[config.mk]
export PLATFORM = sky130hd
export DESIGN_NAME = conv_transposed_3d_sched
export DESIGN_NICKNAME = d
export VERILOG_FILES = /design/src/rtl/conv_transposed_3d_sched.sv
export SDC_FILE = /design/constraint.sdc
export NUM_CORES = 1
export LEC_CHECK = 0
export ABC_AREA = 1
export CAP_MARGIN = 15
export CORE_MARGIN = 1.5
export CORE_UTILIZATION = 50
export DETAILED_ROUTE_END_ITERATION = 10
export MAX_ROUTING_LAYER = met4
export PLACE_DENSITY = 0.69
export REMOVE_ABC_BUFFERS = 1
export SLEW_MARGIN = 15
export SYNTH_ARGS = -nofsm -noshare
export SYNTH_HDL_FRONTEND = slang
export SYNTH_SLANG_ARGS = --single-unit
[constraint.sdc]
create_clock -name clk -period 19.1 [get_ports clk]
set_input_delay 2.865 -clock clk [delete_from_list [all_inputs] [get_ports clk]]
set_output_delay 2.865 -clock clk [all_outputs]
set_load 0.01 [all_outputs]
[src/rtl/conv_transposed_3d_sched.sv]
// Command scheduler for a 3-D transposed convolution: clears every output voxel,
// then streams one MAC command per (input voxel, channel pair, kernel tap).
module conv_transposed_3d_sched #(
  parameter int N  = 4,
  parameter int K  = 3,
  parameter int S  = 2,
  parameter int CI = 2,
  parameter int CO = 2,
  parameter int AW = 16
) (
  input  logic          clk,
  input  logic          rst,
  input  logic          start,
  input  logic          dp_idle,
  output logic          busy,
  output logic          done,
  output logic          cmd_valid,
  input  logic          cmd_ready,
  output logic [1:0]    cmd_op,
  output logic [AW-1:0] cmd_in_addr,
  output logic [AW-1:0] cmd_w_addr,
  output logic [AW-1:0] cmd_out_addr,
  output logic          cmd_last
);

  localparam int O    = (N - 1) * S + K;
  localparam int MAXB = (O > CI) ? ((O > CO) ? O : CO) : ((CI > CO) ? CI : CO);
  localparam int CW   = $clog2(MAXB + 1);
  localparam logic [1:0] OP_CLEAR = 2'b00;
  localparam logic [1:0] OP_MAC   = 2'b01;

  localparam longint OUT_SPAN = longint'(CO) * O * O * O;
  localparam longint IN_SPAN  = longint'(CI) * N * N * N;
  localparam longint W_SPAN   = longint'(CI) * CO * K * K * K;
  localparam longint AW_SPAN  = longint'(1) << AW;

  if ((OUT_SPAN > AW_SPAN) || (IN_SPAN > AW_SPAN) || (W_SPAN > AW_SPAN)) begin : g_addr_overflow
    $error("conv_transposed_3d_sched: address space exceeds AW bits");
  end

  typedef enum logic [2:0] {S_IDLE, S_CLEAR, S_RUN, S_DRAIN, S_DONE} state_e;

  state_e        state_q, state_d;
  // clr: co, od, oh, ow; run: id, ih, iw, ci, co, kd, kh, kw (last index innermost)
  logic [CW-1:0] clr_q [4];
  logic [CW-1:0] clr_d [4];
  logic [CW-1:0] clr_inc [4];
  logic [CW-1:0] run_q [8];
  logic [CW-1:0] run_d [8];
  logic [CW-1:0] run_inc [8];
  logic          xfer;
  logic          clr_last, run_last;
  logic [1:0]    op_d;
  logic [AW-1:0] in_d, w_d, out_d;
  logic          last_d;
  logic          valid_q, busy_q, done_q, last_q;
  logic [1:0]    op_q;
  logic [AW-1:0] in_q, w_q, out_q;

  function automatic int clr_bound(input int i);
    return (i == 0) ? CO : O;
  endfunction

  function automatic int run_bound(input int i);
    case (i)
      0, 1, 2: return N;
      3:       return CI;
      4:       return CO;
      default: return K;
    endcase
  endfunction

  assign xfer = valid_q & cmd_ready;

  always_comb begin
    logic carry;
    carry = 1'b1;
    for (int i = 3; i >= 0; i--) begin
      if (carry && (int'(clr_q[i]) == clr_bound(i) - 1)) begin
        clr_inc[i] = '0;
      end else if (carry) begin
        clr_inc[i] = clr_q[i] + CW'(1);
        carry      = 1'b0;
      end else begin
        clr_inc[i] = clr_q[i];
      end
    end
    carry = 1'b1;
    for (int i = 7; i >= 0; i--) begin
      if (carry && (int'(run_q[i]) == run_bound(i) - 1)) begin
        run_inc[i] = '0;
      end else if (carry) begin
        run_inc[i] = run_q[i] + CW'(1);
        carry      = 1'b0;
      end else begin
        run_inc[i] = run_q[i];
      end
    end
  end

  always_comb begin
    state_d = state_q;
    clr_d   = clr_q;
    run_d   = run_q;
    case (state_q)
      S_IDLE:  state_d = start ? S_CLEAR : S_IDLE;
      S_CLEAR: begin
        if (xfer) begin
          clr_d   = clr_inc;
          state_d = last_q ? S_RUN : S_CLEAR;
        end else begin
          state_d = S_CLEAR;
        end
      end
      S_RUN: begin
        if (xfer) begin
          run_d   = run_inc;
          state_d = last_q ? S_DRAIN : S_RUN;
        end else begin
          state_d = S_RUN;
        end
      end
      S_DRAIN: state_d = dp_idle ? S_DONE : S_DRAIN;
      S_DONE:  state_d = S_IDLE;
      default: state_d = S_IDLE;
    endcase
  end

  // Fields of the command that will be presented next cycle, derived from next-state counters
  always_comb begin
    clr_last = 1'b1;
    run_last = 1'b1;
    for (int i = 0; i < 4; i++) clr_last = clr_last & (int'(clr_d[i]) == clr_bound(i) - 1);
    for (int i = 0; i < 8; i++) run_last = run_last & (int'(run_d[i]) == run_bound(i) - 1);
    op_d   = OP_CLEAR;
    in_d   = '0;
    w_d    = '0;
    out_d  = '0;
    last_d = 1'b0;
    case (state_d)
      S_CLEAR: begin
        out_d  = AW'(((int'(clr_d[0]) * O + int'(clr_d[1])) * O + int'(clr_d[2])) * O
                     + int'(clr_d[3]));
        last_d = clr_last;
      end
      S_RUN: begin
        op_d   = OP_MAC;
        in_d   = AW'(((int'(run_d[3]) * N + int'(run_d[0])) * N + int'(run_d[1])) * N
                     + int'(run_d[2]));
        w_d    = AW'((((int'(run_d[3]) * CO + int'(run_d[4])) * K + int'(run_d[5])) * K
                      + int'(run_d[6])) * K + int'(run_d[7]));
        out_d  = AW'(((int'(run_d[4]) * O + (int'(run_d[0]) * S + int'(run_d[5]))) * O
                      + (int'(run_d[1]) * S + int'(run_d[6]))) * O
                     + (int'(run_d[2]) * S + int'(run_d[7])));
        last_d = run_last;
      end
      default: begin
        op_d   = OP_CLEAR;
        last_d = 1'b0;
      end
    endcase
  end

  always_ff @(posedge clk) begin
    if (rst) begin
      state_q <= S_IDLE;
      for (int i = 0; i < 4; i++) clr_q[i] <= '0;
      for (int i = 0; i < 8; i++) run_q[i] <= '0;
      valid_q <= 1'b0;
      busy_q  <= 1'b0;
      done_q  <= 1'b0;
      last_q  <= 1'b0;
      op_q    <= OP_CLEAR;
      in_q    <= '0;
      w_q     <= '0;
      out_q   <= '0;
    end else begin
      state_q <= state_d;
      clr_q   <= clr_d;
      run_q   <= run_d;
      valid_q <= (state_d == S_CLEAR) || (state_d == S_RUN);
      busy_q  <= (state_d == S_CLEAR) || (state_d == S_RUN) || (state_d == S_DRAIN);
      done_q  <= (state_d == S_DONE);
      last_q  <= last_d;
      op_q    <= op_d;
      in_q    <= in_d;
      w_q     <= w_d;
      out_q   <= out_d;
    end
  end

  assign busy         = busy_q;
  assign done         = done_q;
  assign cmd_valid    = valid_q;
  assign cmd_op       = op_q;
  assign cmd_in_addr  = in_q;
  assign cmd_w_addr   = w_q;
  assign cmd_out_addr = out_q;
  assign cmd_last     = last_q;

endmodule

==> impl_metrics.py, run 1 <==
metrics = {
    "cts": {
        "cts_resized": 0,
        "cts_max_level": 3,
        "post_cts_buffers": 0,
        "clkSlewWorstSetupHoldPaths_ns": 0.08,
        "cts-root-buf": "clkbuf_16",
        "cts_hold_buf": 0,
        "cts.sink_count": 97,
        "cts_tree": "yes",
        "clock_tree.buffer_depth": 2,
        "clk_latency_ns": 0.36,
        "numCtsBuffers": 9,
    },
    "global_route": {
        "grt_pass1_vias": 8078,
        "overflow": 0,
        "met3_usage": 0.0223,
        "grt_use_total": 0.224,
        "grt_pass1_wl_um": 38000,
        "met1_usage": 0.312,
        "gr-usage-met2": 0.342,
        "top_usage_layer": "met2",
        "grt_start_max_net_pins": 55,
        "grt_antenna_before_repair": 0,
    },
    "synthesis": {
        "synth.avg_cell_area_um2": 7.33,
        "synth_warnings": 0,
        "synth_xor_area_frac": 0.0345,
        "synth_edf_count": 0,
        "synth_adder_area_share": 0.319,
        "yosys_most_used_dff": "dfxtp_1",
        "syn_area_um2": 10200,
        "synth_compound_area_frac": 0.108,
        "ys_ff_latch": 97,
        "synth-seq-area-share": 0.191,
        "ys_async_sr_fraction": 0,
        "muxShareOfSynthArea": 0,
        "syn_inst": 1386,
        "synthDistinctLibCells": 52,
        "synth_top_family_by_area": "adder cells",
        "synth-simple-area-share": 0.237,
    },
    "die": {
        "io_pins": 59,
        "initial_core_util": 0.515,
        "die-width_um": 146,
        "coreArea_um2": 19700,
        "die_area_um2": 21200,
        "die_height_um": 146,
        "rows": 51,
    },
    "worst_setup_path": {
        "worstSetupPathType": "in -> reg",
        "crit_required_ns": 19.31,
        "crit_path_max_fanout": 9,
        "rrSetupSlack_ns": 10.28,
        "crit_path_end_kind": "register",
        "critical-path-max-stage-delay_ns": 0.53,
        "cp-startpoint": "cmd_ready",
        "reg2reg_depth": 46,
        "worstReg2RegEnd": "cmd_out_addr[13]",
        "cpMaxStageDelayCell": "fa_1",
        "cp-endpoint": "cmd_out_addr[13]",
        "worst_setup_path_start_kind": "input port",
        "r2r_start": "run_q[17]",
        "cp.arrival_ns": 11.19,
    },
    "cells_and_area": {
        "nFillCells": 1824,
        "fin_area_um2": 11300,
        "multiInputGateArea_um2": 7130,
        "drive_gt1_frac": 0.0513,
        "final-seq-area_um2": 1940,
        "syn_to_final_growth_pct": 10.9,
        "fin_nets": 1680,
        "finish.utilization": 0.571,
        "diodes": 0,
    },
    "placed_design": {
        "io_buffers": 50,
        "dp_slack_ns": 7.84,
        "placed_area_um2": 10900,
        "place.detailed.hpwl_um": 18300,
        "gp_congestion": 0.896,
    },
    "timing": {
        "period_minus_slack_ns": 10.98,
        "fin_setup_tns_ns": 0,
        "setup_viol": 0,
        "clock_skew_ns": 0.00741,
        "worstMarginPinSlew_ns": 0.969,
        "grt_setup_unrepaired": "false",
        "max_freq_mhz": 91.1,
        "maxSlewHeadroom": 0.348,
        "slew_violations": 0,
        "hold_viol": 0,
        "fin_ws_ns": 8.12,
        "period_share": 0.575,
    },
    "worst_hold_path": {
        "whs_path_depth": 2,
        "worstHoldPathType": "reg -> reg",
    },
    "route": {
        "ant_nets": 0,
        "drtIter0Drc": 546,
        "wl_per_cell_um": 13.0,
        "via_per_inst": 5.05,
        "wl_um": 22300,
        "vias": 8629,
        "drc": 0,
        "dr.pass1.iters": 5,
    },
    "power": {
        "ir_worst_vdd_uv": 37.0,
        "cellPowerDensity_nw_per_um2": 39.0,
        "total_power_mw": 0.439,
        "leakage_nw": 6.28,
    },
    "flow_run": {
        "max_cap_violations": 0,
    },
    "outcome": {
        "status": "finished clean",
    },
}
==> synthesized netlist by cell type (4+ instances only) <==
cell type	n	area share
ha_1	201	0.25
xor2_1	27	0.023
nand2_1	225	0.083
a21o_1	10	0.0074
xnor2_1	13	0.011
clkbuf_1	8	0.0030
nand3_2	6	0.0059
nand3_1	78	0.038
o21ai_1	7	0.0035
a31oi_1	4	0.0025
o21ai_0	44	0.022
nor3_1	12	0.0059
a21oi_1	100	0.049
inv_1	255	0.094
buf_4	9	0.0067
inv_2	8	0.0030
fa_1	36	0.071
o21bai_1	8	0.0059
nor2_4	10	0.011
dfxtp_1	97	0.19
nor2_1	146	0.054
nor2_2	9	0.0055
nand4_1	16	0.0099
nand2_2	8	0.0049
==> registers in the layout (all words and copies together) (netlist names) <==
name	flops
cmd_op	1
cmd_w_addr	12
cmd_out_addr	16
busy	1
done	1
cmd_valid	1
run_q	32
cmd_in_addr	13
clr_q	16
state_q	3
cmd_last	1
==> stage by stage <==
stage,cells,hold slack [ns]
after floorplan,1375,0.477
after global placement,1692,0.501
after detailed placement,1692,0.513
after CTS,1708,0.523
after global routing,1708,0.556
final,1708,0.518
==> where the power goes <==
group	switching (mW)	leakage, nW	internal, mW
logic	0.00974	5.33	0.00391
clock network	0.0922	0.171	0.130
registers	0.000672	0.783	0.203
==> logic make-up (layout without fill, tap and decap cells) <==
family	Yosys count	count (layout)
AO/OA/AOI/OAI	195	195
XOR/XNOR	40	40
adder cells (fa/ha/maj)	237	237
buffers and inverters	286	334
flip-flops	97	97
other	1	10
AND/OR/NAND/NOR	530	530
==> routing by layer <==
metal	vias up	routed length, um	share of wire
li1	4553	-	-
met1	3901	11600	0.52
met2	148	9630	0.43
met3	27	648	0.029
met4	0	381	0.017
met5	-	0	0
==> final cells by class <==
class,count,share of cell area
clock buffers,9,0.0200
clock inverters,7,0.0111
inverters,266,0.0888
multi-input cells,1012,0.633
flip-flops and latches,97,0.172
well taps,265,0.0294
repair buffers,52,0.0453
==> layout by cell type, fill, tap and decap left out, drive strengths merged, types with 2 or more instances in the layout <==
cell           synthesis  final
nand4                 16     16
ha                   201    201
or2                    3      3
clkbuf                 8      9
nor4                   3      3
nand2                236    236
conb                   1     10
xnor2                 13     13
bufinv                 0      3
dfxtp                 97     97
inv                  263    265
o211ai                 2      2
o21a                   3      3
a31oi                  4      4
o21ai                 52     52
buf                   12      3
a21o                  10     10
clkdlybuf4s50          0     49
fa                    36     36
o311ai                 3      3
o21bai                 8      8
clkinv                 3      5
o22ai                  3      3
xor2                  27     27
a21oi                102    102
nand3                 86     86
and2                   2      2
nor3                  12     12
nor3b                  3      3
nand3b                 3      3
nor2                 165    165
==> worst max-delay path, delay by kind of cell <==
kind	cells	cell delay [ns]
AO/OA/AOI/OAI	10	1.40
AND/OR/NAND/NOR	14	1.91
XOR/XNOR	2	0.38
buffers and inverters	9	1.02
adder cells (fa/ha/maj)	10	3.60
==> how the worst min path moves through the flow <==
stage,startpoint,endpoint,slack (ns)
4_1_cts,run_q[29],run_q[29],0.52
5_1_grt,run_q[29],run_q[29],0.56
2_1_floorplan,run_q[29],run_q[29],0.48
3_5_place_dp,run_q[29],run_q[29],0.51
6_report,run_q[29],run_q[29],0.52
3_3_place_gp,run_q[29],run_q[29],0.50
Power figures use the tool's default switching activity.
==> run 2, diff against run 1 <==
clock period = 10.7 ns   (was 19.1 ns; I/O delays follow)
==> run 2 against run 1 <==
Compared with the run above: sequential share of layout area is essentially flat; clock-buffer cell count is the same; routed wire length grew 0.61%; power grew 78%; utilization is essentially flat; clock power grew 78%.
==> impl_metrics.py, run 2 (synthesis gave the netlist of run 1 again) <==
metrics = {
    "outcome": {
        "status": "finished clean",
    },
    "die": {
        "die_area_um2": 21200,
        "initial_core_util": 0.515,
        "coreArea_um2": 19700,
        "rows": 51,
        "die-width_um": 146,
        "io_pins": 59,
        "die_height_um": 146,
    },
    "timing": {
        "period_minus_slack_ns": 9.78,
        "grt_setup_unrepaired": "false",
        "worstMarginPinSlew_ns": 0.969,
        "slew_violations": 0,
        "maxSlewHeadroom": 0.348,
        "holdWs_ns": 0.518,
        "hold_viol": 0,
        "period_share": 0.914,
        "clock_skew_ns": 0.00941,
        "fin_setup_tns_ns": 0,
        "max_freq_mhz": 102,
        "setup_viol": 0,
    },
    "cells_and_area": {
        "regMostFlops": "run_q",
        "final_cell_mix": "inv_1 (255), nand2_1 (225), ha_1 (201), nor2_1 (146), a21oi_1 (100)",
        "diodes": 0,
        "finish.utilization": 0.571,
        "fin_nets": 1680,
        "layout_commonest_cell": "inv_1",
        "largest_reg_flops": 32,
        "drive_gt1_frac": 0.0513,
        "syn_to_final_growth_pct": 10.9,
    },
    "worst_setup_path": {
        "cpMaxStageDelayCell": "fa_1",
        "cp.arrival_ns": 9.98,
        "crit_path_max_fanout": 9,
        "crit_required_ns": 10.90,
        "crit_path_end_kind": "register",
        "worstSetupPathType": "in -> reg",
        "critical-path-max-stage-delay_ns": 0.54,
        "worst_setup_path_start_kind": "input port",
    },
    "placed_design": {
        "gp_congestion": 0.894,
        "place.detailed.hpwl_um": 18400,
        "io_buffers": 50,
    },
    "route": {
        "ant_nets": 0,
        "vias": 8645,
        "dr.pass1.iters": 5,
        "wl_per_cell_um": 13.1,
        "via_per_inst": 5.06,
        "drc": 0,
        "drtIter0Drc": 586,
        "wl_um": 22400,
    },
    "power": {
        "cellPowerDensity_nw_per_um2": 69.5,
        "total_power_mw": 0.783,
        "ir_worst_vdd_uv": 63.8,
        "leakage_nw": 6.28,
    },
    "cts": {
        "post_cts_buffers": 0,
        "clock_tree.buffer_depth": 2,
        "clkSlewWorstSetupHoldPaths_ns": 0.08,
        "cts_hold_buf": 0,
        "numCtsBuffers": 9,
        "cts_max_level": 3,
        "cts-root-buf": "clkbuf_16",
        "cts_resized": 0,
        "cts_tree": "yes",
        "cts.sink_count": 97,
        "clk_latency_ns": 0.36,
    },
    "global_route": {
        "grt_pass1_wl_um": 38100,
        "grt_start_max_net_pins": 55,
        "grt_antenna_before_repair": 0,
        "grt_use_total": 0.223,
        "overflow": 0,
        "grt_pass1_vias": 8191,
    },
    "worst_hold_path": {
        "worstHoldPathType": "reg -> reg",
    },
    "flow_run": {
        "max_cap_violations": 0,
    },
}
-- run 2: cell types whose count changed in the layout (fill, tap and decap cells not counted) --
| cell | change |
|---|---|
| inv_6 | +1 |
| clkinv_4 | -2 |
| clkinvlp_4 | +1 |
-- run 2: worst paths after layout --
kind / from / slack, ns / endpoint / cells past startpoint
worst min-delay path: run_q[29] / 0.52 / run_q[29] / 2
worst max-delay path: cmd_ready / 0.92 / cmd_out_addr[13] / 45
worst min register to register: run_q[29] / 0.52 / run_q[29] / 2
worst max register to register: run_q[17] / 1.81 / cmd_out_addr[13] / 46
-- run 2: routing by layer --
metal	track usage	vias to the layer above	routed length, um
li1	-	4553	-
met3	0.0301	20	817
met5	-	-	0
met4	0.0474	0	315
met2	0.352	168	9800
met1	0.304	3904	11500
-- run 2: worst max-delay path: cells and delay by family --
family	cells	cell delay (ns)
buffers and inverters	9	1.00
adders and majority gates	10	3.64
xor gates and xnor gates	2	0.39
AOI/OAI and AO/OA	10	1.40
and+or+nand+nor	14	1.94
-- run 2: area by class of cell --
cell class	count	area (um^2)
multi-input cells	1012	7130
well taps	265	332
clock buffers	9	225
clock inverters	7	124
flip-flops and latches	97	1940
inverters	266	1000
repair buffers	52	510
fillers	1851	8460
-- run 2: where the power goes --
| part | switching, mW | total, mW | internal (mW) |
|---|---|---|---|
| clock | 0.163 | 0.395 | 0.232 |
| sequential | 0.00118 | 0.363 | 0.362 |
| combinational | 0.0174 | 0.0244 | 0.00700 |
| total | 0.182 | 0.783 | 0.601 |
-- run 2: through the flow --
step	cell area [um^2]	std cells	setup slack [ns]
CTS	11300	1708	0.966
detailed placement	10900	1692	0.642
floorplan	10100	1375	1.99
global placement	10900	1692	0.941
global route	11300	1708	0.0971
finish	11300	1708	0.920
==> run 3, diff against run 2 <==
--- a/constraint.sdc
+++ b/constraint.sdc
@@ -3,2 +3,2 @@
 set_output_delay 1.605 -clock clk [all_outputs]
-set_load 0.01 [all_outputs]
+set_load 0.1 [all_outputs]
==> results of run 3 <==
The final DEF is identical to that of run 2. Status: finished clean.
Main changes from that run: total power 0.783 mW -> 0.801 mW
